`config.mk`:
```
export PLATFORM = sky130hd
export DESIGN_NAME = scan_loader
export DESIGN_NICKNAME = d
export VERILOG_FILES = /design/src/rtl/scan_pkg.sv /design/src/rtl/scan_capture.sv /design/src/rtl/scan_loader.sv
export SDC_FILE = /design/constraint.sdc
export NUM_CORES = 1
export LEC_CHECK = 0
export BUFFER_PORTS_ARGS = -buffer_cell sky130_fd_sc_hd__buf_2
export CAP_MARGIN = 40
export CORE_ASPECT_RATIO = 0.75
export CORE_UTILIZATION = 55
export DETAILED_ROUTE_END_ITERATION = 7
export PLACE_DENSITY = 0.81
export RECOVER_POWER = 100
export SYNTH_ARGS = -nofsm -noshare
export SYNTH_HDL_FRONTEND = slang
export SYNTH_SLANG_ARGS = --single-unit
```
`constraint.sdc`:
```
create_clock -name clk -period 3.6 [get_ports clk]
set_input_delay 0.36 -clock clk [delete_from_list [all_inputs] [get_ports clk]]
set_output_delay 0.36 -clock clk [all_outputs]
set_load 0.005 [all_outputs]
```
`src/rtl/scan_pkg.sv`:
```
// Shared types and sizing for the scan-chain loader: FSM state encoding,
// default geometry and counter-width helpers.
package scan_pkg;

  localparam int DATA_WIDTH_DEF = 8;
  localparam int MEM_SIZE_DEF   = 32;
  localparam int CHAIN_LEN      = DATA_WIDTH_DEF * MEM_SIZE_DEF;
  localparam int BIT_CNT_W      = $clog2(DATA_WIDTH_DEF);
  localparam int BYTE_CNT_W     = $clog2(MEM_SIZE_DEF + 1);

  typedef enum logic [1:0] {
    IDLE  = 2'd0,
    LOAD  = 2'd1,
    SHIFT = 2'd2,
    DONE  = 2'd3
  } state_e;

  // Counter width that never collapses to zero bits for degenerate sizes.
  function automatic int cnt_w(input int n);
    return (n > 1) ? $clog2(n) : 1;
  endfunction

endpackage

```
`src/rtl/scan_capture.sv`:
```
// Readback deserialiser: gathers chain output bits MSB first and pulses
// rd_valid for one cycle with each completed byte.
module scan_capture
  import scan_pkg::*;
#(
  parameter int DATA_WIDTH = DATA_WIDTH_DEF
) (
  input  logic                  clk,
  input  logic                  rst,
  input  logic                  clr,
  input  logic                  sample_en,
  input  logic                  sample_bit,
  output logic                  rd_valid,
  output logic [DATA_WIDTH-1:0] rd_data
);

  localparam int BW = cnt_w(DATA_WIDTH);
  localparam logic [BW-1:0] LAST_BIT = BW'(DATA_WIDTH - 1);
  localparam logic [BW-1:0] BIT_ONE  = BW'(1);

  logic [DATA_WIDTH-1:0] cap_q, cap_d;
  logic [BW-1:0]         cnt_q, cnt_d;
  logic                  rd_valid_q, rd_valid_d;
  logic [DATA_WIDTH-1:0] rd_data_q, rd_data_d;

  always_comb begin
    cap_d      = cap_q;
    cnt_d      = cnt_q;
    rd_valid_d = 1'b0;
    rd_data_d  = rd_data_q;
    if (clr) begin
      cap_d = '0;
      cnt_d = '0;
    end else if (sample_en) begin
      cap_d = {cap_q[DATA_WIDTH-2:0], sample_bit};
      if (cnt_q == LAST_BIT) begin
        cnt_d      = '0;
        rd_valid_d = 1'b1;
        rd_data_d  = {cap_q[DATA_WIDTH-2:0], sample_bit};
      end else begin
        cnt_d = cnt_q + BIT_ONE;
      end
    end else begin
      cap_d = cap_q;
    end
  end

  always_ff @(posedge clk) begin
    if (rst) begin
      cap_q      <= '0;
      cnt_q      <= '0;
      rd_valid_q <= 1'b0;
      rd_data_q  <= '0;
    end else begin
      cap_q      <= cap_d;
      cnt_q      <= cnt_d;
      rd_valid_q <= rd_valid_d;
      rd_data_q  <= rd_data_d;
    end
  end

  assign rd_valid = rd_valid_q;
  assign rd_data  = rd_data_q;

endmodule

```
`src/rtl/scan_loader.sv`:
```
// Byte-to-scan-chain serialiser for the memory bank's scan port.
// Readback capture is built only when SCAN_LOADER_READBACK_EN is defined.
module scan_loader
  import scan_pkg::*;
#(
  parameter int DATA_WIDTH = DATA_WIDTH_DEF,
  parameter int MEM_SIZE   = MEM_SIZE_DEF
) (
  input  logic                  clk,
  input  logic                  rst,
  input  logic                  start,
  input  logic                  abort,
  input  logic                  in_valid,
  input  logic [DATA_WIDTH-1:0] in_data,
  output logic                  in_ready,
  output logic                  chain_scan_enable,
  output logic                  chain_scan_in,
  input  logic                  chain_scan_out,
  output logic                  rd_valid,
  output logic [DATA_WIDTH-1:0] rd_data,
  output logic                  busy,
  output logic                  done
);

  localparam int BW = cnt_w(DATA_WIDTH);
  localparam int CW = cnt_w(MEM_SIZE + 1);
  localparam logic [BW-1:0] LAST_BIT  = BW'(DATA_WIDTH - 1);
  localparam logic [BW-1:0] BIT_ONE   = BW'(1);
  localparam logic [CW-1:0] LAST_BYTE = CW'(MEM_SIZE - 1);
  localparam logic [CW-1:0] BYTE_ONE  = CW'(1);

  state_e                state_q, state_d;
  logic [DATA_WIDTH-1:0] sr_q, sr_d;
  logic [BW-1:0]         bit_q, bit_d;
  logic [CW-1:0]         byte_q, byte_d;
  logic                  en_q, en_d;
  logic                  done_q, done_d;
  logic                  last_bit_s, last_byte_s, kill_s, take_s;

  // in_ready and busy come only from registers so the host sees no input path.
  always_comb begin
    last_bit_s  = (state_q == SHIFT) && (bit_q == LAST_BIT);
    last_byte_s = (byte_q == LAST_BYTE);
    in_ready    = (state_q == LOAD) || (last_bit_s && !last_byte_s);
    busy        = (state_q == LOAD) || (state_q == SHIFT);
    kill_s      = abort && (state_q != IDLE);
    take_s      = in_valid && in_ready && !kill_s;
  end

  always_comb begin
    state_d = state_q;
    if (kill_s) begin
      state_d = IDLE;
    end else begin
      case (state_q)
        IDLE: begin
          if (start) state_d = LOAD;
          else       state_d = IDLE;
        end
        LOAD: begin
          if (take_s) state_d = SHIFT;
          else        state_d = LOAD;
        end
        SHIFT: begin
          if (!last_bit_s)     state_d = SHIFT;
          else if (take_s)     state_d = SHIFT;
          else if (last_byte_s) state_d = DONE;
          else                 state_d = LOAD;
        end
        DONE:    state_d = IDLE;
        default: state_d = IDLE;
      endcase
    end
  end

  // The shift register empties itself after a byte, so scan_in idles at 0.
  always_comb begin
    sr_d   = sr_q;
    bit_d  = bit_q;
    byte_d = byte_q;
    if (kill_s || (state_q == IDLE) || (state_q == DONE)) begin
      sr_d   = '0;
      bit_d  = '0;
      byte_d = '0;
    end else if (take_s) begin
      sr_d  = in_data;
      bit_d = '0;
      if (last_bit_s) byte_d = byte_q + BYTE_ONE;
      else            byte_d = byte_q;
    end else if (state_q == SHIFT) begin
      sr_d = sr_q << 1;
      if (last_bit_s) begin
        bit_d  = '0;
        byte_d = byte_q + BYTE_ONE;
      end else begin
        bit_d = bit_q + BIT_ONE;
      end
    end else begin
      sr_d = sr_q;
    end
  end

  always_comb begin
    en_d   = (state_d == SHIFT);
    done_d = (state_d == DONE);
  end

  always_ff @(posedge clk) begin
    if (rst) begin
      state_q <= IDLE;
      sr_q    <= '0;
      bit_q   <= '0;
      byte_q  <= '0;
      en_q    <= 1'b0;
      done_q  <= 1'b0;
    end else begin
      state_q <= state_d;
      sr_q    <= sr_d;
      bit_q   <= bit_d;
      byte_q  <= byte_d;
      en_q    <= en_d;
      done_q  <= done_d;
    end
  end

  assign chain_scan_enable = en_q;
  assign chain_scan_in     = sr_q[DATA_WIDTH-1];
  assign done              = done_q;

`ifdef SCAN_LOADER_READBACK_EN
  scan_capture #(
    .DATA_WIDTH(DATA_WIDTH)
  ) u_capture (
    .clk        (clk),
    .rst        (rst),
    .clr        (kill_s),
    .sample_en  (en_q),
    .sample_bit (chain_scan_out),
    .rd_valid   (rd_valid),
    .rd_data    (rd_data)
  );
`else
  logic unused_scan_out;
  assign unused_scan_out = chain_scan_out;
  assign rd_valid        = 1'b0;
  assign rd_data         = '0;
`endif

endmodule

```
Word level (Yosys, flattened, before mapping) --
Index checks and enable logic that the tools add are counted.
Word-level totals: word-level logic and storage cells 44, output and inout port bits 14, flip-flop bits (word level) 21, input bits 14
Cells by class: muxes and demuxes 13, equal/unequal tests 7, add/sub/neg operators 2, reduce and logical (&&, ||, !) cells 16
Operators by type and width (number):
- two-way mux 6 bit | 3
- two-way mux 8 bit | 2
- two-way mux 2 bit | 5
- == test 2 bit, second input constant | 4
- case mux 2 bit (4 select lines) | 1
- adder 6 x 1 -> 6 bit, second input constant | 1
- == test 6 x 5 -> 1 bit, second input constant | 1
- logical AND 1 bit | 5
- logical OR 1 bit | 4
- nonzero test 2 bit | 2
- adder 3 x 1 -> 3 bit, second input constant | 1
- == test 3 bit, second input constant | 1
- two-way mux 3 bit | 1
- OR reduction 3 bit | 1
- == test 2 x 1 -> 1 bit, second input constant | 1
- zero test 1 bit | 2
- zero test 2 bit | 1
- OR reduction 2 bit | 1
- two-way mux 1 bit | 1

Depth between registers and ports, before layout --
depth in word-level cells 11, depth in mapped cells 7, gate-level depth less buffers 7

Worst setup path before layout --
Ideal clock, no wire load.
path type flip-flop to flip-flop, start register state_q[0], end register sr_q[1], setup slack 1905 ps, period minus slack after synthesis 1695 ps, stages on the path, launching flop included 8, data arrival time 1627 ps, required time 3532 ps, cell sequence dfxtp_1 inv_1 ha_1 or4_1 buf_6 nor2_8 a22oi_1 o2bb2ai_2
Between the ends: word-level cells in the longest chain between the ends 7, elaborated cells on any way between the ends 17
Ends and longest elaborated chain:
- start: declaration | line scan_loader.sv:32 | state_e state_q, state_d;
- start signal: assignment | line scan_loader.sv:117 | state_q <= state_d;
- == test 2 bit | line scan_loader.sv:42, scan_loader.sv:90
- logical AND 1 bit | line scan_loader.sv:42 | last_bit_s = (state_q == SHIFT) && (bit_q == LAST_BIT);
- logical AND 1 bit | line scan_loader.sv:44 | in_ready = (state_q == LOAD) || (last_bit_s && !last_byte_s);
- logical OR 1 bit | line scan_loader.sv:44
- logical AND 1 bit (2 in series) | line scan_loader.sv:47 | take_s = in_valid && in_ready && !kill_s;
- two-way mux 8 bit or nonzero test 2 bit (tied branches)
- end signal: assignment | line scan_loader.sv:118 | sr_q <= sr_d;
- end: declaration | line scan_loader.sv:33 | logic [DATA_WIDTH-1:0] sr_q, sr_d;
Several ways; a longest one is shown, not always the timed one. A chain may end at the register's enable or synchronous reset.

Worst setup path in the final report --
start register state_q[0], end register sr_q[7]
Same word-level chain as after synthesis.

==> reports/qor.json <==
{
  "arrival": {"value": 2.85, "unit": "ns"},
  "clock_sinks": {"value": 21},
  "outcome": {"value": "finished, final reports clean"},
  "post_cts_hold_buffer_count": {"value": 0},
  "cts.htree.levels": {"value": 1},
  "ys_warnings": {"value": 0},
  "total_overflow_reported_by_the_global_router": {"value": 0},
  "antennaDiodeCount": {"value": 0},
  "detail_route.drc_violations": {"value": 0},
  "pin_count_of_the_biggest_net_entering_global_routing": {"value": 13},
  "globalRouteTotalUtil": {"value": 23.4, "unit": "%"},
  "yosys-top-cells-area": {"value": "sky130_fd_sc_hd__dfxtp_1 (35%), sky130_fd_sc_hd__a22oi_1 (7.5%), sky130_fd_sc_hd__o2bb2ai_2 (7.5%), sky130_fd_sc_hd__ha_1 (7.3%), sky130_fd_sc_hd__buf_4 (5.6%)"},
  "synth_sequential_area_ratio": {"value": 35.0, "unit": "%"},
  "cts.repair.resized": {"value": 0},
  "static-leakage-power": {"value": 0.000473, "unit": "uW"},
  "worstPathBufferInverterCount": {"value": 1},
  "ys_ff_latch": {"value": 21},
  "synth.cell_area": {"value": 0.00120, "unit": "sq mm"},
  "required_time_at_the_worst_slack_endpoint": {"value": 3.85, "unit": "ns"},
  "cpPeakStageDelay": {"value": 0.98, "unit": "ns"},
  "drv_slew": {"value": 0},
  "postRouteAntennaNets": {"value": 0},
  "synth_top_area_share": {"value": 35.0, "unit": "%"},
  "clock_insertion_delay_at_the_later_pin_of_the_skew_report": {"value": 0.31, "unit": "ns"},
  "core-area": {"value": 0.00203, "unit": "sq mm"},
  "max_cap_violations": {"value": 0},
  "worst_setup_hold_path_clk_slew": {"value": 0.12, "unit": "ns"},
  "finish.cell_count_without_fillers": {"value": 162},
  "cpLargestDelayFamily": {"value": "simple AND/OR/NAND/NOR gates"},
  "layout.core_utilization": {"value": 60.2, "unit": "%"},
  "i_o_pin_total": {"value": 28},
  "postSynth.topFlopCell": {"value": "sky130_fd_sc_hd__dfxtp_1"},
  "setup.worst_path.start_class": {"value": "register"},
  "skew": {"value": 0.00204, "unit": "ns"},
  "vias_per_cell": {"value": 5.81},
  "cts_buffer_depth": {"value": 2},
  "cts_tree": {"value": "built"},
  "multiInputGateArea": {"value": 651, "unit": "sq um"},
  "time_the_worst_path_needs_with_i_o_delays_and_setup": {"value": 2.60, "unit": "ns"},
  "post-place-cells": {"value": 158},
  "initial_utilization": {"value": 59.2, "unit": "%"},
  "globalplace.congestion": {"value": 0.780},
  "finalWirelength": {"value": 2380, "unit": "um"},
  "syn_inst": {"value": 122},
  "final.setup.tns": {"value": 0, "unit": "ns"},
  "final.period_utilization": {"value": 72.2, "unit": "%"},
  "drt_iter0_markers": {"value": 30},
  "fillers": {"value": 188},
  "routed-via-count": {"value": 942},
  "place_hpwl": {"value": 1810, "unit": "um"},
  "timing.critical_path.cells": {"value": "inv_1 > ha_1 > nor4_1 > and4b_1 > a32o_1"},
  "hold_path_class": {"value": "in2reg"},
  "die_w": {"value": 56.0, "unit": "um"},
  "total_power": {"value": 387, "unit": "uW"},
  "post_route_cells_drive_above_1_share": {"value": 16.7, "unit": "%"},
  "async_set_or_reset_register_ratio_after_synthesis": {"value": 0, "unit": "%"},
  "ys_types": {"value": 39},
  "cts_setup_buffers": {"value": 0},
  "number_of_buffers_added_by_the_clock_tree_synthesis_step": {"value": 3},
  "die-area": {"value": 0.00238, "unit": "sq mm"},
  "grt_first_pass_wirelength": {"value": 4230, "unit": "um"},
  "fmax": {"value": 0.385, "unit": "GHz"},
  "antenna_violations_before_repair": {"value": 0},
  "tightest_slew": {"value": 1.15, "unit": "ns"},
  "rsz0062_at_grt": {"value": "no"},
  "drt_first_pass_iters": {"value": 5},
  "power.density_cell_area": {"value": 317, "unit": "mW/mm^2"},
  "ir_drop": {"value": 0.286, "unit": "mV"},
  "design.final.nets": {"value": 160},
  "synthesis.area_per_instance": {"value": 9.86, "unit": "sq um"},
  "critPathMaxFanout": {"value": 8},
  "timing_worst_setup_path_type": {"value": "reg2reg"},
  "synth-edff-count": {"value": 0},
  "area_delta_synth_final": {"value": 1.77, "unit": "%"},
  "setup_violations": {"value": 0},
  "hold_viol": {"value": 0},
  "worst_slew_margin_rel": {"value": 22.5, "unit": "%"},
  "ctsRootBufferMaster": {"value": "sky130_fd_sc_hd__clkbuf_4"},
  "critPathCaptureType": {"value": "register"},
  "synth_top_area_cell": {"value": "sky130_fd_sc_hd__dfxtp_1"},
  "port-buffer-count": {"value": 17},
  "first_global_vias": {"value": 920},
  "register_area": {"value": 420, "unit": "sq um"},
  "post_drt_wl_per_cell": {"value": 14.7, "unit": "um"},
  "chipHeight": {"value": 42.5, "unit": "um"},
  "std_cell_rows": {"value": 14},
  "timing.critical_path.slowest_stage_cell": {"value": "sky130_fd_sc_hd__nor4_1"}
}
-- sequential cells by signal, summed over array words and instances (netlist names) --
name and cells:
byte_q 6, bit_q 3, sr_q 8, chain_scan_enable 1, done 1, state_q 2
-- placed cells by master (no fill, tap or decap), drive strengths merged, types with 2 or more instances in the layout --
master / instances
a32o: 2
nand4: 2
conb: 9
ha: 7
nor2: 13
o2bb2ai: 7
inv: 4
xor2: 2
a32oi: 2
a21o: 2
o31ai: 2
nand2: 6
mux2i: 2
clkbuf: 7
a21oi: 3
xnor2: 2
nand2b: 3
buf: 14
a22oi: 12
nor3: 2
o21ai: 2
dfxtp: 21
and2: 2
-- cell type report --
type | count | area share, %
sequential | 21 | 34.4
timing repair buffer | 17 | 6.65
multi-input combinational | 92 | 53.2
tap | 24 | 2.45
inverter | 4 | 1.23
clock buffer | 4 | 2.15
-- per-stage QoR --
step	cell area [sq um]	hold WS (ns)	setup WS, ns
after global placement	1250	0.459	1.63
after CTS	1270	0.282	1.34
final	1220	0.244	1.00
after detailed placement	1250	0.470	1.53
after floorplan	1230	0.432	1.90
after global routing	1220	0.243	0.779
-- Yosys cell counts (all sizes together) (2+ instances only) --
master    n
mux2i     2
nand2b    3
nor2     13
inv       4
nor3      2
o31ai     2
a22oi    12
buf      13
dfxtp    21
ha        7
a21o      2
xor2      2
a21oi     3
a32o      2
a32oi     2
o2bb2ai   7
and2      2
nand2     6
xnor2     2
nand4     2
o21ai     2
-- worst paths after layout --
kind | from | end | slack, ns | depth (start not counted)
setup / recovery | state_q[0] | sr_q[7] | 1.0 | 5
hold / removal | rst | state_q[0] | 0.24 | 2
setup reg to reg | state_q[0] | sr_q[7] | 1.0 | 5
hold reg to reg | byte_q[1] | byte_q[1] | 0.49 | 2
-- cell families (layout without fill, tap and decap cells) --
| group | count (synthesis) | in the layout | synth area share (%) |
|---|---|---|---|
| AO/OA/AOI/OAI | 35 | 35 | 25.7 |
| AND/OR/NAND/NOR | 35 | 35 | 17.6 |
| flip-flops | 21 | 21 | 35.0 |
| buffers and inverters | 17 | 25 | 9.57 |
| adder cells (fa/ha/maj) | 7 | 7 | 7.28 |
| XOR/XNOR | 4 | 4 | 2.91 |
| multiplexers | 2 | 2 | 1.66 |
| other | 1 | 9 | 0.312 |
-- routing by layer --
layer	vias to the layer above	wire length (um)	global-route usage [%]
met5	-	0	0
met4	0	26	8.78
met3	4	166	7.72
met2	36	1120	38.1
met1	436	1070	28.9
li1	466	-	-
-- power by group --
part	internal [uW]	total, uW	switching [uW]
combinational	14.2	36.8	22.6
sequential	233	234	0.871
clock	43.3	117	73.2
total	291	387	96.7
(Power assumes the default switching activity.)
